===== config.mk =====
export PLATFORM = sky130hd
export DESIGN_NAME = muldiv_issue
export DESIGN_NICKNAME = d
export VERILOG_FILES = /design/src/rtl/muldiv_issue.sv
export SDC_FILE = /design/constraint.sdc
export NUM_CORES = 1
export LEC_CHECK = 0
export CORE_MARGIN = 1.5
export CORE_UTILIZATION = 40
export CTS_CLUSTER_DIAMETER = 150
export DETAILED_ROUTE_END_ITERATION = 6
export GPL_TIMING_DRIVEN = 0
export PLACE_DENSITY = 0.84
export SETUP_SLACK_MARGIN = 0.1
export SYNTH_ARGS = -nofsm -noshare
export SYNTH_HDL_FRONTEND = slang
export SYNTH_SLANG_ARGS = --single-unit

===== constraint.sdc =====
create_clock -name clk -period 2.1 [get_ports clk]
set_input_delay 0.525 -clock clk [delete_from_list [all_inputs] [get_ports clk]]
set_output_delay 0.525 -clock clk [all_outputs]
set_load 0.01 [all_outputs]

===== src/rtl/muldiv_issue.sv =====
// HI/LO issue controller: hands MULT/DIV ops to a multicycle unit, owns HI/LO, serves MFHI/MFLO.
// Optional macro HILO_BYPASS_EN forwards unit results to the read port on the completion cycle.
module muldiv_issue (
  input  logic        clk,
  input  logic        rst_n,
  input  logic        req_valid,
  output logic        req_ready,
  input  logic [4:0]  req_op,
  input  logic [31:0] req_a,
  input  logic [31:0] req_b,
  output logic        md_start,
  output logic [4:0]  md_op,
  output logic [31:0] md_a,
  output logic [31:0] md_b,
  input  logic [31:0] md_hi,
  input  logic [31:0] md_lo,
  input  logic        md_done,
  input  logic        rd_en,
  input  logic        rd_sel,
  output logic [31:0] rd_data,
  output logic        busy_stall,
  output logic [31:0] hi_q,
  output logic [31:0] lo_q,
  output logic        timeout_err
);

  localparam logic [4:0] OpMthi    = 5'b01001;
  localparam logic [4:0] OpMtlo    = 5'b01011;
  localparam logic [5:0] DrainLast = 6'd39;
  localparam logic [5:0] WaitLast  = 6'd63;

  typedef enum logic [1:0] {StDrain, StIdle, StIssue, StWait} state_e;

  state_e     state_q;
  logic [5:0] cnt_q;
  logic       accept;
  logic       is_md_op;
  logic       bypass;

  assign req_ready = (state_q == StIdle);
  assign accept    = req_valid & req_ready;
  // MULT/MULTU/DIV/DIVU are exactly the opcodes 011xx.
  assign is_md_op  = (req_op[4:2] == 3'b011);

  always_ff @(posedge clk or negedge rst_n) begin
    if (!rst_n) begin
      state_q     <= StDrain;
      cnt_q       <= 6'd0;
      hi_q        <= 32'd0;
      lo_q        <= 32'd0;
      md_start    <= 1'b0;
      md_op       <= 5'd0;
      md_a        <= 32'd0;
      md_b        <= 32'd0;
      timeout_err <= 1'b0;
    end else begin
      md_start    <= 1'b0;
      timeout_err <= 1'b0;
      unique case (state_q)
        StDrain: begin
          if (cnt_q == DrainLast) begin
            state_q <= StIdle;
            cnt_q   <= 6'd0;
          end else begin
            cnt_q <= cnt_q + 6'd1;
          end
        end
        StIdle: begin
          if (accept) begin
            if (is_md_op) begin
              md_op    <= req_op;
              md_a     <= req_a;
              md_b     <= req_b;
              md_start <= 1'b1;
              state_q  <= StIssue;
            end else if (req_op == OpMthi) begin
              hi_q <= req_a;
            end else if (req_op == OpMtlo) begin
              lo_q <= req_a;
            end
          end
        end
        StIssue: begin
          state_q <= StWait;
          cnt_q   <= 6'd0;
        end
        StWait: begin
          if (md_done) begin
            hi_q    <= md_hi;
            lo_q    <= md_lo;
            md_op   <= 5'd0;
            state_q <= StIdle;
          end else if (cnt_q == WaitLast) begin
            timeout_err <= 1'b1;
            md_op       <= 5'd0;
            state_q     <= StIdle;
          end else begin
            cnt_q <= cnt_q + 6'd1;
          end
        end
        default: state_q <= StDrain;
      endcase
    end
  end

`ifdef HILO_BYPASS_EN
  assign bypass = (state_q == StWait) & md_done;
`else
  assign bypass = 1'b0;
`endif

  assign rd_data    = bypass ? (rd_sel ? md_hi : md_lo) : (rd_sel ? hi_q : lo_q);
  assign busy_stall = rd_en & (state_q != StIdle) & ~bypass;

endmodule


==> results.cfg <==
[status]
status = finished, final reports clean

[sta]
setup_viol = 0
skew_ns = 0.006088
slew_headroom = 0.5794
worst_hold_slack_ns = 0.09342
fmax_mhz = 507.5
rsz0062_at_grt = yes
period_share = 0.9383
finalHoldViolCount = 0
tightest_slew_ns = 0.6309
drv_slew = 0
layout_min_cycle_time_ns = 1.970

[clock_tree]
tritoncts = built
cts.path.max_buffers = 2
path_clk_slew_ns = 0.06
cts_buffers = 17
clock_sinks = 143
clk-insertion-delay-late_ns = 0.41
h-tree-depth = 4
ctsHoldBuffers = 0
cts_root_buf = clkbuf_16

[cells_and_area]
layout.nets = 1058
post_route_cells_drive_above_1_share = 0.2279
finalNonFillerCells = 1142
syn_to_final_growth_pct = 65.81
diodes = 0

[floorplanning]
pin_count = 308
rows = 46
start_util = 0.4096
die_area_um2 = 17040
die_w_um = 130.5
die_h_um = 130.5
core-area_um2 = 15890

[global_routing]
grt_pass1_wl_mm = 35.03
grt_overflow = 0
grt_max_degree = 79
grt_pass1_vias = 6376
grt_use_total = 0.2747
grt_antenna_before_repair = 0

[placement]
place_inst = 1098
hpwlAfterDp_mm = 17.12
place_congestion = 0.8982
io_buffers = 306

[worst_setup_path]
critPathTopFamily = buffers and inverters
cp_data_arrival_time_ns = 1.45
critical_path_buf_inv_count = 3
worst_path_max_delay_cell = mux2_2
cp.required_ns = 1.57
critical_path.endpoint_type = output pin
startpoint_type = input port
r2r_slack_ns = 0.14
crit_chain = clkbuf_16, buf_8, mux2_2, dlygate4sd2_1
worstSetupPathType = input port to output pin
cp_slowest_stage_delay_ns = 0.34
worstPathMaxFanout = 10

[route]
num_vias = 6021
wl_mm = 23.37
drtIter0Drc = 295
ant_nets = 0
drc_errors = 0
post_drt_via_cell_ratio = 5.272
first_pass_iters = 4
post_drt_wl_per_cell_um = 20.46

[job]
maxCapViolations = 0

[synth]
synth_nets = 720
netlist_area_um2 = 6506
synthArstFlopShare = 1.000
synthCells = 575
synth_flop_cell = dfrtp_1
synth_edf_count = 0
synth.avg_cell_area_um2 = 11.32
ys_types = 37
ys_seq_area_frac = 0.5500
ys_seq_elements = 143
yosysWarnings = 0

[power]
p_per_area_nw_per_um2 = 1673
ir_worst_vdd_v = 0.0009134
p_leak_nw = 4.565

[min_path]
hold_path.class = input port to asynchronous set/reset pin
state kept, by name (all words and copies together), names as in the netlist:
register / flops
hi_q: 32
lo_q: 32
md_a: 32
md_b: 32
cnt_q: 6
md_op: 5
state_q: 2
md_start: 1
timeout_err: 1
cells by family after synthesis:
logic type,count (synthesis),synth area share
mux,103,0.1787
fa+ha+maj,6,0.01154
simple gates,60,0.05577
compound gates,215,0.1725
flops,143,0.5500
buf+inv,48,0.03154
cell usage after synthesis (all sizes together) (4+ instances only):
library cell,instances,area [um^2]
dfrtp,143,3578
a21oi,133,665.6
mux2,102,1152
o21ai,69,345.3
nor2b,37,231.5
buf,26,122.6
clkbuf,18,67.56
ha,6,75.07
inv,4,15.01
nand2b,4,25.02
nand3,4,25.02
nor2,4,15.01
power by group:
group	internal, W	switching [W]
logic	0.00495	0.00466
registers	0.00415	0.00103
clock network	0.00206	0.00120
total	0.0112	0.00689
placed cells by master (no fill, tap or decap), types with 4 or more instances in the layout:
cell type	n
clkdlybuf4s50_1	270
buf_2	10
dlygate4sd2_1	29
dfrtp_1	141
clkbuf_2	11
bufinv_16	4
a21oi_1	132
o21ai_1	22
clkbuf_16	18
ha_1	4
clkinvlp_4	4
mux2_2	101
buf_4	19
buf_6	4
clkbuf_4	12
o21ai_0	46
nor2b_1	35
worst paths after layout:
path	from	to	cells after the start
worst max-delay path	rd_sel	rd_data[4]	4
worst min-delay path	rst_n	md_b[8]	1
worst max register to register	state_q[0]	md_op[2]	7
worst min register to register	md_b[25]	md_b[25]	1
max in group asynchronous	rst_n	hi_q[31]	2
min in group clk	md_b[25]	md_b[25]	1
worst reg2reg max path, stage by stage, from the launching register on:
cell	delay, ns
dfrtp_2	0.44
ha_1	0.21
buf_4	0.18
nor2b_4	0.15
o21a_1	0.15
a211oi_4	0.22
buf_6	0.16
mux2_2	0.34
routing by layer:
layer  global-route usage  vias to the layer above  part of all wire
met5                    0                        -                 0
met4               0.1047                        0             0.027
met3              0.07614                       46             0.083
met2               0.4607                      280              0.49
met1               0.3388                     2939              0.40
li1                     -                     2756                 -
per-stage QoR:
stage               total power (W)  TNS (ns)  worst slack (ns)  utilization  instance area (um^2)
finish                      0.01805         0            0.1296       0.6791                 10790
global route                0.01916         0           0.07696       0.6791                 10790
CTS                         0.01791         0           0.09739       0.6740                 10710
detailed placement          0.01437    -82.18           -0.8296       0.6212                  9868
global placement            0.01410   -850.20            -5.400       0.6194                  9839
floorplan                  0.009273         0            0.1364            -                  6506
repair_timing:
item	in CTS	in global routing
pin swaps	3	2
endpoints found under the setup margin	152	126
setup buffers	11	1
resized for setup	101	62
layout make-up:
| type | count | area (um^2) |
|---|---|---|
| fill | 1218 | 5097 |
| tap | 216 | 270.3 |
| timing repair buffer | 319 | 3137 |
| buffer | 44 | 320.3 |
| sequential | 143 | 3581 |
| clock buffer | 20 | 456.7 |
| clock inverter | 12 | 181.4 |
| inverter | 4 | 15.01 |
| multi-input combinational | 384 | 2826 |
(Power assumes the default switching activity.)
